===== config.mk =====
export PLATFORM = sky130hd
export DESIGN_NAME = mem_ctrl_flat
export DESIGN_NICKNAME = d
export VERILOG_FILES = /design/src/rtl/mem_ctrl_if.sv /design/src/rtl/mem_ctrl.sv /design/src/flat_wrapper.sv
export SDC_FILE = /design/constraint.sdc
export NUM_CORES = 1
export LEC_CHECK = 0
export ABC_AREA = 1
export CORE_ASPECT_RATIO = 0.9
export CORE_MARGIN = 2
export CORE_UTILIZATION = 25
export CTS_CLUSTER_SIZE = 16
export DETAILED_ROUTE_END_ITERATION = 8
export PLACE_DENSITY_LB_ADDON = 0.08
export SETUP_SLACK_MARGIN = 0.5
export SLEW_MARGIN = 20
export SYNTH_ARGS = -nofsm -noshare
export SYNTH_HDL_FRONTEND = slang
export SYNTH_SLANG_ARGS = --single-unit

===== constraint.sdc =====
create_clock -name clk_in -period 3.4 [get_ports clk_in]
set_input_delay 1.02 -clock clk_in [delete_from_list [all_inputs] [get_ports clk_in]]
set_output_delay 1.02 -clock clk_in [all_outputs]
set_load 0.05 [all_outputs]

===== src/rtl/mem_ctrl_if.sv =====
// Requester and byte-wide memory-port signals of mem_ctrl.
// The slave modport is the controller; the master modport is the IF/LSB requesters plus the RAM/IO side.
interface mem_ctrl_if #(
  parameter int ADDR_WIDTH = 32
);
  logic                  if_req_in;
  logic [ADDR_WIDTH-1:0] if_addr_in;
  logic                  if_done_out;
  logic [31:0]           if_data_out;

  logic                  lsb_req_in;
  logic                  lsb_wr_in;
  logic [1:0]            lsb_size_in;
  logic [ADDR_WIDTH-1:0] lsb_addr_in;
  logic [31:0]           lsb_wdata_in;
  logic                  lsb_done_out;
  logic [31:0]           lsb_rdata_out;

  logic [7:0]            mem_din;
  logic [7:0]            mem_dout;
  logic [ADDR_WIDTH-1:0] mem_a;
  logic                  mem_wr;
  logic                  io_buffer_full;

  modport slave (
    input  if_req_in, if_addr_in,
    input  lsb_req_in, lsb_wr_in, lsb_size_in, lsb_addr_in, lsb_wdata_in,
    input  mem_din, io_buffer_full,
    output if_done_out, if_data_out, lsb_done_out, lsb_rdata_out,
    output mem_dout, mem_a, mem_wr
  );

  modport master (
    output if_req_in, if_addr_in,
    output lsb_req_in, lsb_wr_in, lsb_size_in, lsb_addr_in, lsb_wdata_in,
    output mem_din, io_buffer_full,
    input  if_done_out, if_data_out, lsb_done_out, lsb_rdata_out,
    input  mem_dout, mem_a, mem_wr
  );
endinterface


===== src/rtl/mem_ctrl.sv =====
// Byte-serial arbiter between instruction fetch and the load/store buffer on one 8-bit RAM/IO port.
// state | meaning
// IDLE  | waiting; accepts one request per edge (LSB_PRIORITY decides ties)
// READ  | presenting A+i and collecting mem_din bytes
// WRITE | issuing store bytes, held back by a full UART buffer on IO addresses
// DONE  | one-cycle done pulse, no acceptance
module mem_ctrl #(
  parameter int ADDR_WIDTH   = 32,
  parameter bit LSB_PRIORITY = 1'b1
) (
  input  logic        clk_in,
  input  logic        rst_in,
  input  logic        rdy_in,
  input  logic        flush_in,
  output logic        busy_out,
  mem_ctrl_if.slave   bus
);

  typedef enum logic [1:0] {IDLE, READ, WRITE, DONE} state_e;

  state_e                state_q, state_d;
  logic [2:0]            cnt_q, cnt_d, n_q, n_d;
  logic [ADDR_WIDTH-1:0] addr_q, addr_d, mem_a_q, mem_a_d;
  logic [31:0]           wdata_q, wdata_d, buf_q, buf_d;
  logic [31:0]           if_data_q, if_data_d, lsb_rdata_q, lsb_rdata_d;
  logic                  src_lsb_q, src_lsb_d, mem_wr_q, mem_wr_d;
  logic                  if_done_q, if_done_d, lsb_done_q, lsb_done_d;
  logic [7:0]            mem_dout_q, mem_dout_d;

  logic                  take_lsb, take_if, lsb_io_full, cur_io_full, last_byte;
  logic [2:0]            lsb_n;
  logic [4:0]            sh;
  logic [31:0]           rd_word;

  assign take_lsb    = bus.lsb_req_in && (LSB_PRIORITY || !bus.if_req_in);
  assign take_if     = bus.if_req_in && !take_lsb;
  assign lsb_n       = (bus.lsb_size_in == 2'b00) ? 3'd1 :
                       (bus.lsb_size_in == 2'b01) ? 3'd2 : 3'd4;
  assign lsb_io_full = (bus.lsb_addr_in[17:16] == 2'b11) && bus.io_buffer_full;
  assign cur_io_full = (addr_q[17:16] == 2'b11) && bus.io_buffer_full;
  assign sh          = {cnt_q[1:0], 3'b000};
  assign rd_word     = buf_q | ({24'd0, bus.mem_din} << sh);
  assign last_byte   = (cnt_q + 3'd1) == n_q;

  always_comb begin
    state_d     = state_q;
    cnt_d       = cnt_q;
    n_d         = n_q;
    addr_d      = addr_q;
    wdata_d     = wdata_q;
    buf_d       = buf_q;
    src_lsb_d   = src_lsb_q;
    mem_a_d     = mem_a_q;
    mem_dout_d  = mem_dout_q;
    mem_wr_d    = 1'b0;
    if_done_d   = 1'b0;
    lsb_done_d  = 1'b0;
    if_data_d   = if_data_q;
    lsb_rdata_d = lsb_rdata_q;
    case (state_q)
      IDLE: begin
        if (!flush_in && take_lsb) begin
          addr_d    = bus.lsb_addr_in;
          n_d       = lsb_n;
          wdata_d   = bus.lsb_wdata_in;
          src_lsb_d = 1'b1;
          buf_d     = '0;
          cnt_d     = '0;
          if (bus.lsb_wr_in) begin
            state_d = WRITE;
            // byte 0 goes out on the accepting edge unless the UART buffer is full
            if (!lsb_io_full) begin
              mem_a_d    = bus.lsb_addr_in;
              mem_dout_d = bus.lsb_wdata_in[7:0];
              mem_wr_d   = 1'b1;
              cnt_d      = 3'd1;
            end
          end else begin
            state_d = READ;
            mem_a_d = bus.lsb_addr_in;
          end
        end else if (!flush_in && take_if) begin
          addr_d    = bus.if_addr_in;
          n_d       = 3'd4;
          src_lsb_d = 1'b0;
          buf_d     = '0;
          cnt_d     = '0;
          state_d   = READ;
          mem_a_d   = bus.if_addr_in;
        end
      end
      READ: begin
        if (flush_in) begin
          state_d = IDLE;
          mem_a_d = '0;
          cnt_d   = '0;
        end else begin
          buf_d = rd_word;
          cnt_d = cnt_q + 3'd1;
          if (last_byte) begin
            state_d = DONE;
            mem_a_d = '0;
            if (src_lsb_q) begin
              lsb_done_d  = 1'b1;
              lsb_rdata_d = rd_word;
            end else begin
              if_done_d = 1'b1;
              if_data_d = rd_word;
            end
          end else begin
            mem_a_d = addr_q + ADDR_WIDTH'(cnt_q + 3'd1);
          end
        end
      end
      WRITE: begin
        if (cnt_q == n_q) begin
          state_d    = DONE;
          mem_a_d    = '0;
          lsb_done_d = 1'b1;
        end else if (!cur_io_full) begin
          mem_a_d    = addr_q + ADDR_WIDTH'(cnt_q);
          mem_dout_d = wdata_q[sh +: 8];
          mem_wr_d   = 1'b1;
          cnt_d      = cnt_q + 3'd1;
        end
      end
      DONE: begin
        state_d = IDLE;
        cnt_d   = '0;
      end
      default: state_d = IDLE;
    endcase
  end

  always_ff @(posedge clk_in) begin
    if (!rst_in) begin
      state_q     <= IDLE;
      cnt_q       <= '0;
      n_q         <= '0;
      addr_q      <= '0;
      wdata_q     <= '0;
      buf_q       <= '0;
      src_lsb_q   <= 1'b0;
      mem_a_q     <= '0;
      mem_dout_q  <= '0;
      mem_wr_q    <= 1'b0;
      if_done_q   <= 1'b0;
      lsb_done_q  <= 1'b0;
      if_data_q   <= '0;
      lsb_rdata_q <= '0;
    end else if (rdy_in) begin
      state_q     <= state_d;
      cnt_q       <= cnt_d;
      n_q         <= n_d;
      addr_q      <= addr_d;
      wdata_q     <= wdata_d;
      buf_q       <= buf_d;
      src_lsb_q   <= src_lsb_d;
      mem_a_q     <= mem_a_d;
      mem_dout_q  <= mem_dout_d;
      mem_wr_q    <= mem_wr_d;
      if_done_q   <= if_done_d;
      lsb_done_q  <= lsb_done_d;
      if_data_q   <= if_data_d;
      lsb_rdata_q <= lsb_rdata_d;
    end
  end

  assign busy_out          = (state_q != IDLE);
  assign bus.mem_a         = mem_a_q;
  assign bus.mem_dout      = mem_dout_q;
  assign bus.mem_wr        = mem_wr_q && rdy_in;
  assign bus.if_done_out   = if_done_q;
  assign bus.if_data_out   = if_data_q;
  assign bus.lsb_done_out  = lsb_done_q;
  assign bus.lsb_rdata_out = lsb_rdata_q;

endmodule


===== src/flat_wrapper.sv =====
// flat-port wrapper written by rule: the top's interface ports become plain ports
module mem_ctrl_flat 
#(
  parameter int ADDR_WIDTH   = 32,
  parameter bit LSB_PRIORITY = 1'b1
)
  (clk_in, rst_in, rdy_in, flush_in, busy_out, bus_if_req_in, bus_if_addr_in, bus_lsb_req_in, bus_lsb_wr_in, bus_lsb_size_in, bus_lsb_addr_in, bus_lsb_wdata_in, bus_mem_din, bus_io_buffer_full, bus_if_done_out, bus_if_data_out, bus_lsb_done_out, bus_lsb_rdata_out, bus_mem_dout, bus_mem_a, bus_mem_wr);
  mem_ctrl_if #(.ADDR_WIDTH(ADDR_WIDTH)) bus_i ();
  input  logic clk_in;
  input  logic rst_in;
  input  logic rdy_in;
  input  logic flush_in;
  output logic busy_out;
  input wire logic [$bits(bus_i.if_req_in)-1:0] bus_if_req_in;
  input wire logic [$bits(bus_i.if_addr_in)-1:0] bus_if_addr_in;
  input wire logic [$bits(bus_i.lsb_req_in)-1:0] bus_lsb_req_in;
  input wire logic [$bits(bus_i.lsb_wr_in)-1:0] bus_lsb_wr_in;
  input wire logic [$bits(bus_i.lsb_size_in)-1:0] bus_lsb_size_in;
  input wire logic [$bits(bus_i.lsb_addr_in)-1:0] bus_lsb_addr_in;
  input wire logic [$bits(bus_i.lsb_wdata_in)-1:0] bus_lsb_wdata_in;
  input wire logic [$bits(bus_i.mem_din)-1:0] bus_mem_din;
  input wire logic [$bits(bus_i.io_buffer_full)-1:0] bus_io_buffer_full;
  output wire logic [$bits(bus_i.if_done_out)-1:0] bus_if_done_out;
  output wire logic [$bits(bus_i.if_data_out)-1:0] bus_if_data_out;
  output wire logic [$bits(bus_i.lsb_done_out)-1:0] bus_lsb_done_out;
  output wire logic [$bits(bus_i.lsb_rdata_out)-1:0] bus_lsb_rdata_out;
  output wire logic [$bits(bus_i.mem_dout)-1:0] bus_mem_dout;
  output wire logic [$bits(bus_i.mem_a)-1:0] bus_mem_a;
  output wire logic [$bits(bus_i.mem_wr)-1:0] bus_mem_wr;
  assign bus_i.if_req_in = bus_if_req_in;
  assign bus_i.if_addr_in = bus_if_addr_in;
  assign bus_i.lsb_req_in = bus_lsb_req_in;
  assign bus_i.lsb_wr_in = bus_lsb_wr_in;
  assign bus_i.lsb_size_in = bus_lsb_size_in;
  assign bus_i.lsb_addr_in = bus_lsb_addr_in;
  assign bus_i.lsb_wdata_in = bus_lsb_wdata_in;
  assign bus_i.mem_din = bus_mem_din;
  assign bus_i.io_buffer_full = bus_io_buffer_full;
  assign bus_if_done_out = bus_i.if_done_out;
  assign bus_if_data_out = bus_i.if_data_out;
  assign bus_lsb_done_out = bus_i.lsb_done_out;
  assign bus_lsb_rdata_out = bus_i.lsb_rdata_out;
  assign bus_mem_dout = bus_i.mem_dout;
  assign bus_mem_a = bus_i.mem_a;
  assign bus_mem_wr = bus_i.mem_wr;
  mem_ctrl #(.ADDR_WIDTH(ADDR_WIDTH), .LSB_PRIORITY(LSB_PRIORITY)) u_core (.clk_in(clk_in), .rst_in(rst_in), .rdy_in(rdy_in), .flush_in(flush_in), .busy_out(busy_out), .bus(bus_i));
endmodule

==> flow_summary.json, run 1 <==
{
  "status": "finished clean",
  "portBuffers": 221,
  "maxSlewHeadroom": 0.446,
  "hold_viol": 0,
  "ys.flop_type": "dfxtp_1",
  "netlist_area_um2": 11300,
  "gp_congestion": 0.880,
  "antenna_found_initial": 2,
  "cts_tree": "done",
  "dieArea_um2": 46700,
  "grt_pass1_wl_um": 66400,
  "htree_levels": 1,
  "async_flop_share": 0,
  "period_needed_ns": 2.83,
  "crit_type": "reg -> out",
  "setup_viol_count_final": 0,
  "drc": 0,
  "p_total_w": 0.00744,
  "synth_cell_types": 42,
  "grt_max_degree": 78,
  "max_freq_mhz": 353,
  "timing.hold.ws_ns": 0.442,
  "ys_ff_latch": 212,
  "die_w_um": 228,
  "grt_usage": 0.184,
  "ys_warn_count": 0,
  "syn_nets": 1806,
  "required_ns": 2.38,
  "tightestPinTransition_ns": 0.831,
  "post-cts-setup-buffers": 0,
  "cts_hold_buffers": 0,
  "utilization": 0.337,
  "layout.nets": 1990,
  "drtPass1Iterations": 5,
  "skew_ns": 0.0160,
  "crit_chain": "clkdlybuf4s50_1",
  "r2r_setup_slack_ns": 0.65,
  "fin_area_um2": 14900,
  "cp-start-kind": "flop",
  "clock_latency_ns": 0.54,
  "area_delta_synth_final_pct": 32.8,
  "arrival_ns": 1.81,
  "slowest_delay_ns": 0.85,
  "leakage_nw": 5.67,
  "diodes": 0,
  "path_max_fanout": 2,
  "slowest_stage": "clkdlybuf4s50_1",
  "num_vias": 11700,
  "slew_viol_final": 0,
  "grt_pass1_vias": 11000,
  "cp.buffers_inverters": 1,
  "drt-initial-drc-count": 879,
  "dpl.hpwl_um": 31800,
  "min_path_type": "reg -> reg",
  "setup_tns_ns": 0,
  "layout-drive-gt1-share": 0.0771,
  "core_um2": 44300,
  "synth_edf_count": 0,
  "synth_area_per_cell_um2": 6.71,
  "cp-end-kind": "output pin",
  "cp_top_family": "buffers and inverters",
  "cts_root_buffer": "clkbuf_16",
  "path_clk_slew_ns": 0.06,
  "start_util": 0.254,
  "io_pins": 222,
  "dpl_cell_area_um2": 14100,
  "clock-sinks": 212,
  "overflow": 0,
  "rsz0062_at_grt": "true",
  "num_rows": 73,
  "max_cap_viol_count": 0,
  "viasPerCell": 4.71,
  "die_y_um": 205,
  "post-route-period-util": 0.832,
  "syn_inst": 1678,
  "ant_nets": 0,
  "powerDensity_nw_per_um2": 498,
  "cts_buffer_depth": 3,
  "wl_per_cell_um": 17.6,
  "vdd_drop_max_v": 0.000316,
  "routed_wl_um": 43700,
  "numCtsBuffers": 26,
  "ys_seq_area_frac": 0.377
}
## synth_stat cells, types with 3 or more instances
master | instances | area (µm²)
nor2_2 | 17 | 106
o21ai_1 | 28 | 140
a21oi_2 | 5 | 43.8
xnor2_1 | 3 | 26.3
a211oi_1 | 39 | 293
ha_1 | 12 | 150
o21ai_0 | 150 | 751
buf_6 | 9 | 101
xor2_1 | 4 | 35.0
dfxtp_1 | 212 | 4240
mux2i_1 | 10 | 100
nand2_1 | 368 | 1380
nor2_4 | 6 | 67.6
inv_1 | 145 | 544
buf_1 | 3 | 11.3
o22ai_1 | 8 | 50.1
nand4_1 | 14 | 87.6
nor2_1 | 177 | 664
buf_4 | 6 | 45.0
o21ai_2 | 5 | 43.8
clkbuf_1 | 49 | 184
nand2_2 | 13 | 81.3
a21oi_1 | 183 | 916
nor3_1 | 4 | 20.0
inv_2 | 7 | 26.3
buf_2 | 31 | 155
nand3_1 | 151 | 756
## metal layers
metal | GRT usage | share of wire | up-vias | wire (µm)
met5 | 0 | 0.00027 | - | 12
met4 | 0.0474 | 0.025 | 2 | 1100
met3 | 0.0306 | 0.058 | 64 | 2530
met2 | 0.274 | 0.42 | 313 | 18400
met1 | 0.272 | 0.50 | 5395 | 21700
li1 | - | - | 5917 | -
## where the power goes
group          total [W]  switching (W)  internal, W
sequential       0.00283       0.000146      0.00268
clock            0.00282        0.00110      0.00171
combinational    0.00180        0.00120     0.000602
## final cells by class
type	instances	area, µm²
multi-input cells	1215	5950
fillers	4767	29300
inverters	153	578
repair buffers	254	2550
flip-flops and latches	212	4240
well taps	600	751
clock buffers	42	822
clock inverters	4	50.0
## state kept, by name, summed over array words and instances, names as in the netlist, 2 cells and up
register / flops
u_core.n_q: 3
u_core.bus.mem_dout: 8
u_core.buf_q: 32
u_core.bus.if_data_out: 32
u_core.wdata_q: 32
u_core.bus.mem_a: 32
u_core.state_q: 2
u_core.bus.lsb_rdata_out: 32
u_core.cnt_q: 3
u_core.addr_q: 32
## final timing paths
| path | startpoint | end | cells past startpoint |
|---|---|---|---|
| worst min-delay path | u_core.bus.lsb_rdata_out[14]$_SDFFE_PN0P_ | u_core.bus.lsb_rdata_out[14]$_SDFFE_PN0P_ | 2 |
| worst max-delay path | u_core.bus.mem_a[10]$_SDFFE_PN0P_ | bus_mem_a[10] | 1 |
| worst min register to register | u_core.bus.lsb_rdata_out[14]$_SDFFE_PN0P_ | u_core.bus.lsb_rdata_out[14]$_SDFFE_PN0P_ | 2 |
| worst max register to register | u_core.cnt_q[1]$_SDFFE_PN0P_ | u_core.bus.mem_a[30]$_SDFFE_PN0P_ | 14 |
## repair_timing
| action | CTS | global route |
|---|---|---|
| pin swaps | 0 | 0 |
| setup endpoints to repair | 1 | 12 |
| gates resized for setup | 6 | 5 |
| hold endpoints to repair | 0 | 0 |
## layout by cell type (no fill, tap or decap), types with 17 or more instances in the layout
cell,synthesis,routed
nand3_1,151,151
dfxtp_1,212,212
clkbuf_16,0,27
buf_4,6,27
a211oi_1,39,39
o21ai_1,28,28
inv_1,145,143
a21oi_1,183,183
o21ai_0,150,150
nand2_1,368,366
nor2_2,17,17
clkdlybuf4s50_1,0,216
nor2_1,177,177
## per-stage QoR
| step | setup WS, ns | instances |
|---|---|---|
| 3_5_place_dp | 0.277 | 2434 |
| 3_3_place_gp | 0.272 | 2434 |
| 2_1_floorplan | 0.833 | 1678 |
| 6_report | 0.570 | 2480 |
| 5_1_grt | 0.458 | 2480 |
| 4_1_cts | 0.505 | 2480 |
## cells by family (layout without fill, tap and decap cells)
group	Yosys count	after routing	synth area share
AOI/OAI and AO/OA	423	423	0.203
buffers and inverters	251	453	0.0954
DFF	212	212	0.377
adders and majority gates	14	14	0.0169
muxes	10	10	0.00889
and+or+nand+nor	760	760	0.291
xor gates and xnor gates	8	8	0.00789
(Power assumes the default switching activity.)
==> run 2, diff against run 1 <==
==> constraint.sdc (replaced) <==
create_clock -name clk_in -period 2.45 [get_ports clk_in]
set_input_delay 0.735 -clock clk_in [delete_from_list [all_inputs] [get_ports clk_in]]
set_output_delay 0.735 -clock clk_in [all_outputs]
set_load 0.05 [all_outputs]
==> run 2 against run 1 <==
Clock skew is 0.0038 ns lower. Register-to-register slack got worse by 0.38 ns. Setup slack worse by 0.30 ns. Hold slack got worse by 0.0019 ns. First-iteration DRC count shrank 17%. Largest cell class unchanged. Sequential power up 39%. Combinational power rose by 69%. Highest routed layer is now met4. Critical path type is now reg -> reg. Final cell count up 4.8%.
==> flow_summary.json, run 2 (synthesis results as in run 1) <==
{
  "status": "finished clean",
  "dieArea_um2": 46700,
  "path_clk_slew_ns": 0.06,
  "pwr-share-comb": 0.279,
  "power_switching_w": 0.00368,
  "grt_pass1_wl_um": 68900,
  "tightestPinTransition_ns": 0.579,
  "hold_viol": 0,
  "viasPerCell": 4.74,
  "die_w_um": 228,
  "power_frac_seq": 0.362,
  "grt_pass1_vias": 11600,
  "leakage_nw": 6.74,
  "cts_root_buffer": "clkbuf_16",
  "max_freq_mhz": 460,
  "cts_tree": "done",
  "powerDensity_nw_per_um2": 652,
  "num_rows": 73,
  "maxSlewHeadroom": 0.610,
  "vdd_drop_max_v": 0.000464,
  "required_ns": 2.92,
  "post-place-ws_ns": -0.192,
  "io_pins": 222,
  "htree_levels": 1,
  "layout.nets": 2107,
  "antenna_found_initial": 0,
  "layout_common_cells": "nand2_1, dfxtp_1, nor2_1",
  "rsz0062_at_grt": "true",
  "start_util": 0.254,
  "gp_congestion": 0.875,
  "intPower_w": 0.00718,
  "routed_wl_um": 47500,
  "numCtsBuffers": 27,
  "max_cap_viol_count": 0,
  "cp-end-kind": "flop",
  "final_common_cell": "nand2_1",
  "clockPowerShare": 0.358,
  "diodes": 0,
  "core_um2": 44300,
  "setup_tns_ns": 0,
  "r2r_setup_slack_ns": 0.27,
  "post-route-period-util": 0.888,
  "min_path_type": "reg -> reg",
  "dpl_cell_area_um2": 14800,
  "arrival_ns": 2.65,
  "portBuffers": 221,
  "setup_viol_count_final": 0,
  "crit_type": "reg -> reg",
  "skew_ns": 0.0122,
  "drc": 0,
  "slew_viol_final": 0,
  "dp.cells": 2501,
  "fillCellCount": 4759,
  "cp-start-kind": "flop",
  "num_vias": 12300,
  "grt_max_degree": 73,
  "drtPass1Iterations": 5,
  "seq_area_um2": 4260,
  "clock-sinks": 212,
  "area_delta_synth_final_pct": 48.1,
  "p_sw_frac": 0.339,
  "die_y_um": 205,
  "dpl.hpwl_um": 32500,
  "path_max_fanout": 6,
  "clock_latency_ns": 0.55,
  "wl_per_cell_um": 18.3,
  "grt_usage": 0.191,
  "drt-initial-drc-count": 726,
  "ant_nets": 0,
  "setup_ws_ns": 0.274,
  "multi_input_comb_area_um2": 6680,
  "finalNonFillerCells": 2599,
  "overflow": 0,
  "cts_buffer_depth": 3,
  "fin_area_um2": 16700,
  "period_needed_ns": 2.18,
  "layout-drive-gt1-share": 0.249,
  "utilization": 0.376
}
run 2: cell count changes in the layout (fill, tap and decap cells not counted), moves of 20 or more:
cell,before,now
buf_4,27,114
buf_12,8,28
a21oi_1,183,160
a21oi_2,5,26
o21ai_0,150,128
buf_2,1,73
nand3_1,151,131
clkdlybuf4s50_1,216,108
run 2: what timing repair did:
action / CTS / global route
setup endpoints to repair: 197 / 132
hold buffers: 0 / 0
pin swaps: 40 / 39
gates cloned: 6 / 11
setup buffers: 16 / 16
gates resized for setup: 521 / 143
run 2: area by class of cell:
| class | count | area share |
|---|---|---|
| inverter | 153 | 0.0361 |
| sequential | 212 | 0.256 |
| multi-input combinational | 1218 | 0.401 |
| clock buffer | 41 | 0.0467 |
| tap | 600 | 0.0450 |
| timing repair buffer | 367 | 0.211 |
| clock inverter | 8 | 0.00443 |
run 2: worst paths after layout:
kind	start	to	cells past startpoint
worst min register to register	u_core.bus.lsb_rdata_out[25]$_SDFFE_PN0P_	u_core.bus.lsb_rdata_out[25]$_SDFFE_PN0P_	2
worst min-delay path	u_core.bus.lsb_rdata_out[25]$_SDFFE_PN0P_	u_core.bus.lsb_rdata_out[25]$_SDFFE_PN0P_	2
worst max-delay path	u_core.cnt_q[0]$_SDFFE_PN0P_	u_core.bus.mem_a[26]$_SDFFE_PN0P_	15
worst max register to register	u_core.cnt_q[0]$_SDFFE_PN0P_	u_core.bus.mem_a[26]$_SDFFE_PN0P_	15
run 2: critical path: stages, from the launching register on:
cell and delay, ns:
dfxtp_4 0.37, ha_4 0.16, or2_4 0.24, nand2_4 0.08, inv_4 0.05, ha_4 0.29, nand3_4 0.10, nand2_8 0.11
nand2_8 0.09, nor2_4 0.16, nand2_1 0.07, nand2_1 0.06, nand3_1 0.09, nand3_2 0.08, nand2_1 0.05, a21oi_1 0.11
run 2: through the flow:
step / power (W) / hold WS (ns)
detailed placement: 0.00671 / 0.437
global route: 0.0114 / 0.462
global placement: 0.00670 / 0.434
finish: 0.0109 / 0.440
CTS: 0.0108 / 0.443
floorplan: 0.00554 / 0.430
run 2: routing by layer:
layer / global-route usage / share of wire / vias to the layer above
met4: 0.0343 / 0.015 / 0
met1: 0.288 / 0.50 / 5818
li1: - / - / 6163
met2: 0.291 / 0.44 / 293
met3: 0.0237 / 0.052 / 46
met5: 0 / 0 / -
run 2: power by group through the flow:
| stage | Combinational, W | Clock (W) | Sequential, W |
|---|---|---|---|
| 6_report | 0.00304 | 0.00389 | 0.00393 |
| 5_1_grt | 0.00329 | 0.00414 | 0.00397 |
| 4_1_cts | 0.00286 | 0.00402 | 0.00393 |
| 3_5_place_dp | 0.00271 | 0 | 0.00400 |
| 3_3_place_gp | 0.00270 | 0 | 0.00400 |
| 2_1_floorplan | 0.00132 | 0 | 0.00422 |
==> run 3, diff against run 2 <==
--- a/config.mk
+++ b/config.mk
@@ -8,7 +8,7 @@
 export ABC_AREA = 1
 export CORE_ASPECT_RATIO = 0.9
 export CORE_MARGIN = 2
-export CORE_UTILIZATION = 25
+export CORE_UTILIZATION = 47
 export CTS_CLUSTER_SIZE = 16
 export DETAILED_ROUTE_END_ITERATION = 8
 export PLACE_DENSITY_LB_ADDON = 0.08
==> run 3 against run 2 <==
Die area shrank 46%. Setup slack lost 0.062 ns. Count of clock-buffer cells in the layout shrank 4. Clock skew grew 0.0074 ns. Final cell count shrank 14%. First-iteration DRC count grew 83%. Via count grew 0.42%. Register-to-register slack lost 0.06 ns. Flip-flop and latch count is the same. Power shrank 5.0%. Critical path type unchanged. Largest power group unchanged. Highest routed layer unchanged.
==> flow_summary.json, run 3 (synthesis results as in run 1) <==
{
  "grt_usage": 0.307,
  "start_util": 0.481,
  "layout_common_cells": "nand2_1, dfxtp_1, a21oi_1",
  "slowest_delay_ns": 0.36,
  "fin_area_um2": 15400,
  "cts_buffer_depth": 3,
  "core_um2": 23400,
  "setup_viol_count_final": 0,
  "crit_start": "u_core.cnt_q[0]$_SDFFE_PN0P_",
  "setup_ws_ns": 0.212,
  "gp_congestion": 0.922,
  "cts_root_buffer": "clkbuf_16",
  "grt_max_degree": 86,
  "crit_chain": "ha_4 -> or2_4 -> nand2_4 -> inv_4 -> ha_4 -> inv_4 -> nand2_8 -> nand3_4 -> nand2_8 -> nand3_2 -> nand2_1 -> nand3_2 -> nand3_4 -> nand2_2 -> a21oi_2",
  "antenna_found_initial": 1,
  "r2r_setup_slack_ns": 0.21,
  "layout-drive-gt1-share": 0.211,
  "drtPass1Iterations": 5,
  "htree_levels": 1,
  "crit_type": "reg -> reg",
  "period_needed_ns": 2.24,
  "min_path_type": "reg -> reg",
  "vdd_drop_max_v": 0.000542,
  "viasPerCell": 5.51,
  "crit_end": "u_core.bus.mem_a[29]$_SDFFE_PN0P_",
  "rsz0062_at_grt": "true",
  "clock-sinks": 212,
  "grt_pass1_vias": 11300,
  "overflow": 0,
  "timing.hold.ws_ns": 0.442,
  "leakage_nw": 6.37,
  "drc": 0,
  "routed_wl_um": 41000,
  "portBuffers": 221,
  "max_cap_viol_count": 0,
  "cp.depth": 15,
  "dieArea_um2": 25200,
  "r2r-start": "u_core.cnt_q[0]$_SDFFE_PN0P_",
  "num_rows": 53,
  "powerDensity_nw_per_um2": 670,
  "cp-start-kind": "flop",
  "slew_viol_final": 0,
  "ant_nets": 0,
  "layout.nets": 2055,
  "dpl_cell_area_um2": 14100,
  "cp_top_family": "simple AND/OR/NAND/NOR gates",
  "die_y_um": 151,
  "tightestPinTransition_ns": 0.505,
  "final_common_cell": "nand2_1",
  "drt-initial-drc-count": 1330,
  "io_pins": 222,
  "path_max_fanout": 7,
  "status": "finished clean",
  "grt_pass1_wl_um": 61800,
  "clock_latency_ns": 0.53,
  "num_vias": 12400,
  "cts_tree": "done",
  "slowest_stage": "dfxtp_4",
  "maxSlewHeadroom": 0.660,
  "post-route-period-util": 0.913,
  "path_clk_slew_ns": 0.06,
  "cp.buffers_inverters": 2,
  "hold_viol": 0,
  "post-place-ws_ns": -0.0867,
  "required_ns": 2.90,
  "skew_ns": 0.0196,
  "rr_endpoint": "u_core.bus.mem_a[29]$_SDFFE_PN0P_",
  "numCtsBuffers": 24,
  "setup_tns_ns": 0,
  "r2r_cells": 15,
  "max_freq_mhz": 447,
  "dpl.hpwl_um": 26700,
  "cp-end-kind": "flop",
  "arrival_ns": 2.69,
  "die_w_um": 167,
  "area_delta_synth_final_pct": 36.8,
  "wl_per_cell_um": 18.3
}
## run 3: cell count changes in the layout (fill, tap and decap cells not counted), moves of 7 or more
cell / before / now
o21ai_0: 128 / 135
o21ai_1: 28 / 37
buf_6: 19 / 10
buf_2: 73 / 101
o21ai_2: 21 / 8
buf_12: 28 / 17
a21oi_2: 26 / 9
buf_4: 114 / 68
a21oi_1: 160 / 178
## run 3: worst min-delay path by stage
stage	from	end	slack, ns	cells past startpoint
after detailed placement	u_core.bus.lsb_rdata_out[31]$_SDFFE_PN0P_	u_core.bus.lsb_rdata_out[31]$_SDFFE_PN0P_	0.44	2
after CTS	u_core.bus.mem_dout[1]$_SDFFE_PN0P_	u_core.bus.mem_dout[1]$_SDFFE_PN0P_	0.44	2
final	u_core.bus.mem_dout[1]$_SDFFE_PN0P_	u_core.bus.mem_dout[1]$_SDFFE_PN0P_	0.44	2
after floorplan	u_core.buf_q[0]$_SDFFE_PN0P_	u_core.buf_q[0]$_SDFFE_PN0P_	0.43	2
after global placement	u_core.bus.lsb_rdata_out[24]$_SDFFE_PN0P_	u_core.bus.lsb_rdata_out[24]$_SDFFE_PN0P_	0.43	2
after global routing	u_core.bus.lsb_rdata_out[1]$_SDFFE_PN0P_	u_core.bus.lsb_rdata_out[1]$_SDFFE_PN0P_	0.46	2
## run 3: stage by stage
step	power, W	cells	utilization
2_1_floorplan	0.00554	1678	-
3_3_place_gp	0.00650	2164	0.603
3_5_place_dp	0.00652	2164	0.603
4_1_cts	0.0102	2232	0.640
5_1_grt	0.0107	2243	0.658
6_report	0.0103	2244	0.658
## run 3: routing by layer
metal | GRT usage | vias to the layer above | part of all wire | wire length [µm]
met1 | 0.455 | 5679 | 0.45 | 18600
met4 | 0.0690 | 0 | 0.022 | 904
met5 | 0 | - | 0 | 0
met2 | 0.461 | 564 | 0.42 | 17300
li1 | - | 6050 | - | -
met3 | 0.0604 | 79 | 0.10 | 4160
## run 3: where the power goes
group | internal (W) | switching, W
clock | 0.00216 | 0.00141
combinational | 0.00105 | 0.00178
sequential | 0.00372 | 0.000204
## run 3: what timing repair did
item,CTS,global route
cloned,6,6
resized for setup,604,97
pin swaps,37,34
setup endpoints to repair,138,147
hold buffers,0,0
setup buffers,22,5
## run 3: area by class of cell
| cell class | count | area (µm²) |
|---|---|---|
| diodes | 1 | 2.50 |
| inverters | 153 | 601 |
| flip-flops and latches | 212 | 4260 |
| clock inverters | 3 | 68.8 |
| repair buffers | 318 | 2840 |
| multi-input cells | 1217 | 6550 |
| fillers | 2128 | 8010 |
| repair inverters | 1 | 7.51 |
| clock buffers | 37 | 701 |
| well taps | 302 | 378 |
## run 3: worst register-to-register path, stage by stage (launching register included)
cell     delay [ns]
dfxtp_4        0.36
ha_4           0.16
or2_4          0.26
nand2_4        0.08
inv_4          0.04
ha_4           0.29
inv_4          0.05
nand2_8        0.08
nand3_4        0.15
nand2_8        0.16
nand3_2        0.08
nand2_1        0.09
nand3_2        0.08
nand3_4        0.09
nand2_2        0.06
a21oi_2        0.12
